===== config.mk =====
export PLATFORM = sky130hd
export DESIGN_NAME = fetch_ctrl
export DESIGN_NICKNAME = d
export VERILOG_FILES = /design/src/rtl/fetch_pkg.sv /design/src/rtl/fetch_buf.sv /design/src/rtl/fetch_ctrl.sv
export SDC_FILE = /design/constraint.sdc
export NUM_CORES = 1
export LEC_CHECK = 0
export CELL_PAD_IN_SITES_DETAIL_PLACEMENT = 0
export CELL_PAD_IN_SITES_GLOBAL_PLACEMENT = 1
export CORE_MARGIN = 10
export CORE_UTILIZATION = 45
export DETAILED_ROUTE_END_ITERATION = 10
export PLACE_DENSITY_LB_ADDON = 0.2
export SYNTH_ARGS = -nofsm -noshare
export SYNTH_HDL_FRONTEND = slang
export SYNTH_SLANG_ARGS = --single-unit
export TNS_END_PERCENT = 30

===== constraint.sdc =====
create_clock -name clk -period 6.55 [get_ports clk]
set_input_delay 0.655 -clock clk [delete_from_list [all_inputs] [get_ports clk]]
set_output_delay 0.655 -clock clk [all_outputs]
set_load 0.01 [all_outputs]

===== src/rtl/fetch_pkg.sv =====
// Shared constants and types for the instruction-fetch sequencer.
package fetch_pkg;
    localparam int ADDR_W    = 3;
    localparam int DATA_W    = 32;
    localparam int RESET_PC  = 0;
    localparam int BUF_DEPTH = 2;

    typedef enum logic {
        S_RUN  = 1'b0,
        S_HALT = 1'b1
    } state_t;
endpackage


===== src/rtl/fetch_buf.sv =====
// Two-entry FIFO of {pc, instr} between imem and decode; registered head.
// Push and pop may coincide; flush empties it but leaves stale storage in place.
module fetch_buf
    import fetch_pkg::*;
#(
    parameter int AW = fetch_pkg::ADDR_W,
    parameter int DW = fetch_pkg::DATA_W
) (
    input  logic          clk,
    input  logic          reset,
    input  logic          push_i,
    input  logic [AW-1:0] push_pc_i,
    input  logic [DW-1:0] push_instr_i,
    input  logic          pop_i,
    input  logic          flush_i,
    output logic          valid_o,
    output logic [AW-1:0] head_pc_o,
    output logic [DW-1:0] head_instr_o,
    output logic [1:0]    count_o
);
    logic [AW-1:0] pc_q    [BUF_DEPTH];
    logic [DW-1:0] instr_q [BUF_DEPTH];
    logic          rd_q;
    logic          wr_q;
    logic [1:0]    count_q;

    always_ff @(posedge clk) begin
        if (reset) begin
            for (int i = 0; i < BUF_DEPTH; i++) begin
                pc_q[i]    <= '0;
                instr_q[i] <= '0;
            end
            rd_q    <= 1'b0;
            wr_q    <= 1'b0;
            count_q <= 2'd0;
        end else if (flush_i) begin
            rd_q    <= 1'b0;
            wr_q    <= 1'b0;
            count_q <= 2'd0;
        end else begin
            if (push_i) begin
                pc_q[wr_q]    <= push_pc_i;
                instr_q[wr_q] <= push_instr_i;
                wr_q          <= ~wr_q;
            end
            if (pop_i) begin
                rd_q <= ~rd_q;
            end
            count_q <= count_q + {1'b0, push_i} - {1'b0, pop_i};
        end
    end

    assign valid_o      = (count_q != 2'd0);
    assign head_pc_o    = pc_q[rd_q];
    assign head_instr_o = instr_q[rd_q];
    assign count_o      = count_q;
endmodule


===== src/rtl/fetch_ctrl.sv =====
// Fetch sequencer: owns the PC, tracks the one-cycle imem read and buffers words for decode.
// Issue-to-out_valid is 2 cycles; at most 2 words are ever buffered or in flight.
module fetch_ctrl
    import fetch_pkg::*;
#(
    parameter int ADDR_W   = fetch_pkg::ADDR_W,
    parameter int DATA_W   = fetch_pkg::DATA_W,
    parameter int RESET_PC = fetch_pkg::RESET_PC
) (
    input  logic              clk,
    input  logic              reset,
    output logic [ADDR_W-1:0] imem_addr,
    input  logic [DATA_W-1:0] imem_instr,
    input  logic              halt,
    input  logic              redirect_valid,
    input  logic [ADDR_W-1:0] redirect_pc,
    output logic              out_valid,
    output logic [DATA_W-1:0] out_instr,
    output logic [ADDR_W-1:0] out_pc,
    input  logic              out_ready
);
    state_t            state_q;
    logic [ADDR_W-1:0] pc_q, pc_d;
    logic              inflight_q;
    logic [ADDR_W-1:0] inflight_pc_q;
    logic [1:0]        count;
    logic [2:0]        occupancy;
    logic              pop;
    logic              push;
    logic              issue;

    assign imem_addr = redirect_valid ? redirect_pc : pc_q;
    assign pop       = out_valid && out_ready;

    // Credit check: a freed slot this cycle lets a new fetch issue immediately.
    assign occupancy = {1'b0, count} + {2'b00, inflight_q} - {2'b00, pop};
    assign issue     = (state_q == S_RUN) && !halt && (occupancy < 3'd2);

    // A redirect makes the word returning this cycle stale.
    assign push = inflight_q && !redirect_valid;
    assign pc_d = issue ? ADDR_W'(imem_addr + 1'b1) : imem_addr;

    always_ff @(posedge clk) begin
        if (reset) begin
            state_q       <= S_RUN;
            pc_q          <= ADDR_W'(RESET_PC);
            inflight_q    <= 1'b0;
            inflight_pc_q <= '0;
        end else begin
            case (state_q)
                S_RUN:   if (halt)  state_q <= S_HALT;
                S_HALT:  if (!halt) state_q <= S_RUN;
                default: state_q <= S_RUN;
            endcase
            pc_q       <= pc_d;
            inflight_q <= issue;
            if (issue) begin
                inflight_pc_q <= imem_addr;
            end
        end
    end

    fetch_buf #(
        .AW(ADDR_W),
        .DW(DATA_W)
    ) u_buf (
        .clk         (clk),
        .reset       (reset),
        .push_i      (push),
        .push_pc_i   (inflight_pc_q),
        .push_instr_i(imem_instr),
        .pop_i       (pop),
        .flush_i     (redirect_valid),
        .valid_o     (out_valid),
        .head_pc_o   (out_pc),
        .head_instr_o(out_instr),
        .count_o     (count)
    );
endmodule

* Word-level counts from Yosys, hierarchy flattened
Memory sizes are Yosys's and may differ from the RTL's. A register that Yosys moved wholly into a read port is not among the register bits.
Index checks and enable logic that the tools add are counted.
** Word-level totals
- Register bits :: 12
- Memory bits (read-only) :: 0
- RAM bits :: 70
- Memories kept :: 2
- Output and inout port bits :: 39
- Bits in latches :: 0
- Input port bits :: 40
- Logic and storage cells :: 47
** Memories
- u_buf.instr_q :: words 2, width 32, read ports 1, clocked after memory_dff 1, write ports 2, line fetch_buf.sv:22 : logic [DW-1:0] instr_q [BUF_DEPTH];
- u_buf.pc_q :: words 2, width 3, read ports 1, clocked after memory_dff 1, write ports 2, line fetch_buf.sv:21 : logic [AW-1:0] pc_q [BUF_DEPTH];
** Cells by class
- Reductions and logical operators :: 10
- Bitwise gates (word level) :: 3
- $add $sub $neg :: 5
- Multiply operators :: 0
- Order comparisons :: 1
- Shifts and indexed selects :: 0
- Multiplexer cells :: 19
- Divide/modulo/power cells :: 0
- Eq/ne operators :: 0
** Operator list (number)
- 32-bit two-way mux :: 1
- 32-bit OR reduction :: 1
- 1-bit two-way mux :: 15
- 3-bit two-way mux :: 3
- 1-bit logical AND :: 4
- 2-bit by 1-bit adder with 3-bit output :: 1
- 3-bit by 1-bit adder with 3-bit output, second input constant :: 1
- 3-bit by 2-bit < comparator with 1-bit output, second input constant :: 1
- 1-bit NOT :: 3
- 3-bit OR reduction :: 1
- 3-bit by 1-bit subtractor with 3-bit output :: 1
- 2-bit by 1-bit adder with 2-bit output :: 1
- 1-bit zero test :: 2
- 2-bit nonzero test :: 1
- 2-bit OR reduction :: 1
- 2-bit by 1-bit subtractor with 2-bit output :: 1

* Longest topological paths before layout
- Depth in word-level cells :: 8
- Depth in mapped cells :: 8
- Mapped depth without buffers :: 8

* Cells and area by module
A second synthesis with hierarchy kept.
** Unflattened totals
- Cells, all modules :: 260
- Area total of the unflattened synthesis :: 3756.1 sq um
** Modules (own cells, without submodules)
- fetch_buf :: area each 3314.4 sq um, times used 1, cells an instance 217, sequential area each 2202.1 sq um
- fetch_ctrl :: area each 441.7 sq um, times used 1, cells an instance 43, sequential area each 160.2 sq um

* Worst setup path before layout
No wires, ideal clock.
- Kind :: input -> register
- Start :: input port redirect_valid
- End :: memory u_buf.instr_q[0][0] (netlist name) (enable)
- Setup time :: 0.435 ns
- Buffers on the path :: 1
- Path slack :: 3.502 ns
- Arrival time :: 2.614 ns
- Stages on the path :: 3
- Path through :: buf_6 > nand2b_4 > o21bai_1
** RTL lines
- from (decl) :: line fetch_ctrl.sv:15 : input logic redirect_valid,
- to (decl) :: line fetch_buf.sv:22

* Worst setup path in the final report
- Start :: input port redirect_valid
- End :: output port imem_addr[1]
** On the way
- Word-level cells in the longest chain between the ends :: 1
** Ends and longest elaborated chain
- 3-bit two-way mux :: line fetch_ctrl.sv:32 : assign imem_addr = redirect_valid ? redirect_pc : pc_q;
- to (decl) :: line fetch_ctrl.sv:12 : output logic [ADDR_W-1:0] imem_addr,
Every way passes these cells.

==> key figures <==
Timing
  – Final period util: 0.454
  – Max Fclk: approximately 340 MHz
  – Clock Skew: between 7 and 8 ps
  – Final hold violation count: 0
  – Final TNS setup: 0 ps
  – Worst slew pin tran: about 1100 ps
  – Final setup fails: 0
  – Post-layout min period: around 3000 ps
  – RSZ-0062 raised after global routing: false
  – Slew Limit Headroom: 0.278
  – Max-slew violation count: 0

Logic synthesis
  – Post-synth net total: between 200 and 300
  – Cell Area, Synth: 3710 um^2
  – #FFs+latches synth: between 80 and 90
  – Seq/Total Area, Yosys: 0.637
  – Unique masters post-synth: 33
  – Dominant cells by area after synthesis: edfxtp_1, mux2_2, and2_1
  – Cells after synthesis: between 200 and 300
  – Leading area contributor after synthesis: edfxtp_1
  – Synth warnings: 0
  – Synth top area share: 0.566
  – Avg Cell Area, Syn: about 15 um^2

Clocking
  – Max Root-Sink Buffers: 2
  – TritonCTS buffer count: 9
  – CTS resizes: 0
  – Root buf cell: clkbuf_8
  – Sink Count: 83
  – Clock Latency Late Sink: approximately 340 ps
  – CTS tree: built
  – Number of H-tree levels: 3
  – Post-CTS Setup Inserts: 0
  – Clock slew at reported path FFs: roughly 80 ps
  – Hold-fix buffers, CTS: 0

Floorplan
  – Core area: around 8000 um^2
  – Num ports: 79
  – Die ar.: around 12000 um^2
  – Die Wd: approximately 110 um
  – Initial Utilization: 0.456
  – FP Rows: 33
  – Die H: 111 um

Final layout
  – Fillers: between 600 and 700
  – Final net count: 377
  – Footprint of the multi-input gates: about 1200 um^2
  – Layout area overhead: 28.7%
  – Most frequent cells in the layout: clkdlybuf4s50_1, edfxtp_1, and2_1, mux2_2, and2_2
  – ANT cells: 0
  – Most common cell after layout, fill and taps aside: clkdlybuf4s50_1
  – Layout cells sized above 1: 0.220
  – FF+latch area: approximately 2400 um^2
  – Non-filler cells, final: 442

Route
  – Vias per cell: 4.93
  – Vias: 2177
  – Drt wl/cell: 16.2 um
  – Iteration-0 DRC Markers: just under 60
  – DRC violations left: 0
  – Routed WL: slightly above 7000 um
  – Initial DRT Pass Iterations: 4
  – Routed Antenna Nets: 0

Pwr
  – Static Leakage: between 0.0015 and 0.002 uW
  – VDD IR max: roughly 0.00012 V
  – Total power divided by cell area: about 230 nW/um^2

Outcome
  – Status: complete, no violations

Placement
  – Post-DP HPWL: between 4000 and 5000 um
  – Buffers on Ports: a little under 80
  – Cell count after placement: 426
  – RePlAce Congestion: just over 0.7

GRT
  – Global route overflow: 0
  – Total Routing Usage GR: 0.115
  – Global-route wire length before repair: 11500 um
  – Initial antenna violation count: 0
  – Pin count of the biggest net entering global routing: 37
  – Vias in the first global route: between 2000 and 2500

Worst setup path
  – Startpoint types: input pin
  – Crit path required time: 5890 ps
  – Crit end category: primary output
  – Worst Path Max Fanout: 9
  – Worst path arrival time: approximately 2300 ps
  – Crit Path Class: input pin to primary output

Hold path
  – HP Class: register to register

Job
  – Max Cap Violations: 0
-- final cells by class --
cell class	instances	area share
Clock buffer	11	0.0275
Clock inverter	5	0.0162
Inverter	7	0.00550
Multi-Input combinational cell	151	0.262
Sequential cell	83	0.495
Tap cell	105	0.0275
Timing Repair Buffer	80	0.167
-- kinds of logic (layout without fill, tap and decap cells) --
group	Yosys count	count (layout)	synth area share
flip-flops	83	83	0.637
buffers and inverters	20	103	0.0300
AND/OR/NAND/NOR	92	92	0.165
multiplexers	38	38	0.115
XOR/XNOR	5	5	0.0138
adder cells (fa/ha/maj)	5	5	0.0189
AO/OA/AOI/OAI	11	11	0.0212
-- flip-flops by register name, summed over array words and instances (netlist names), named ones only --
register / count
inflight_q: 1
u_buf.rd_q: 1
u_buf.wr_q: 1
inflight_pc_q: 3
u_buf.count_o: 2
state_q: 1
u_buf.pc_q: 6
u_buf.instr_q: 64
pc_q: 3
-- cells in the mapped netlist --
library cell and number:
buf_6 4, edfxtp_1 70, mux2_2 36, nor3b_4 1
o21bai_1 1, xor2_1 1, buf_2 5, nor3_1 8
a211oi_1 1, and2_1 57, mux2i_1 2, a41o_1 1
xnor2_2 1, inv_1 7, dfxtp_1 13, fa_1 1
a311oi_1 3, a21oi_1 4, and3_1 1, and2_2 13
nor3_4 1, ha_1 4, clkbuf_1 4, xnor2_1 3
nor3b_2 1, nor2b_1 2, nand2_1 3, o21a_1 1
nand2b_4 1, or3b_2 1, or2_2 1, nor2_1 1
nor3b_1 1
-- where the power goes --
part / total, uW / switching, uW / internal [uW]
clock: 389 / 175 / 214
combinational: 118 / 49.7 / 68.7
sequential: 606 / 8.47 / 597
total: 1110 / 233 / 880
-- layer usage --
metal | vias to the layer above | global-route usage | wire (um)
li1 | 1056 | - | -
met1 | 1064 | 0.126 | 3060
met2 | 49 | 0.203 | 3660
met3 | 8 | 0.0357 | 352
met4 | 0 | 0.0417 | 90
met5 | - | 0 | 0
-- final timing paths --
path | slack [ps] | end | from | cells past startpoint
setup / recovery | 3580 | imem_addr[1] | redirect_valid | 4
hold / removal | 530 | inflight_pc_q[0]$_SDFFE_PP0P_ | inflight_pc_q[0]$_SDFFE_PP0P_ | 2
hold reg to reg | 530 | inflight_pc_q[0]$_SDFFE_PP0P_ | inflight_pc_q[0]$_SDFFE_PP0P_ | 2
setup reg to reg | 3990 | pc_q[2]$_SDFF_PP0_ | u_buf.count_o[1]$_SDFF_PP0_ | 8
-- critical path, cell delays in order --
cell and delay, ps:
clkdlybuf4s50_1 720, mux2i_1 340, inv_1 110, clkdlybuf4s50_1 490
-- through the flow --
stage          utilization  hold WS [ps]  instance area (um^2)  power [uW]  worst slack [ps]
2_1_floorplan            -           487                  3710         669              3500
3_3_place_gp         0.561           515                  4570         737              3220
4_1_cts              0.587           545                  4770        1130              3560
3_5_place_dp         0.561           530                  4570         739              3220
6_report             0.587           530                  4770        1110              3580
5_1_grt              0.587           573                  4770        1150              3410
Note: power is estimated with default switching activity, not from simulation.
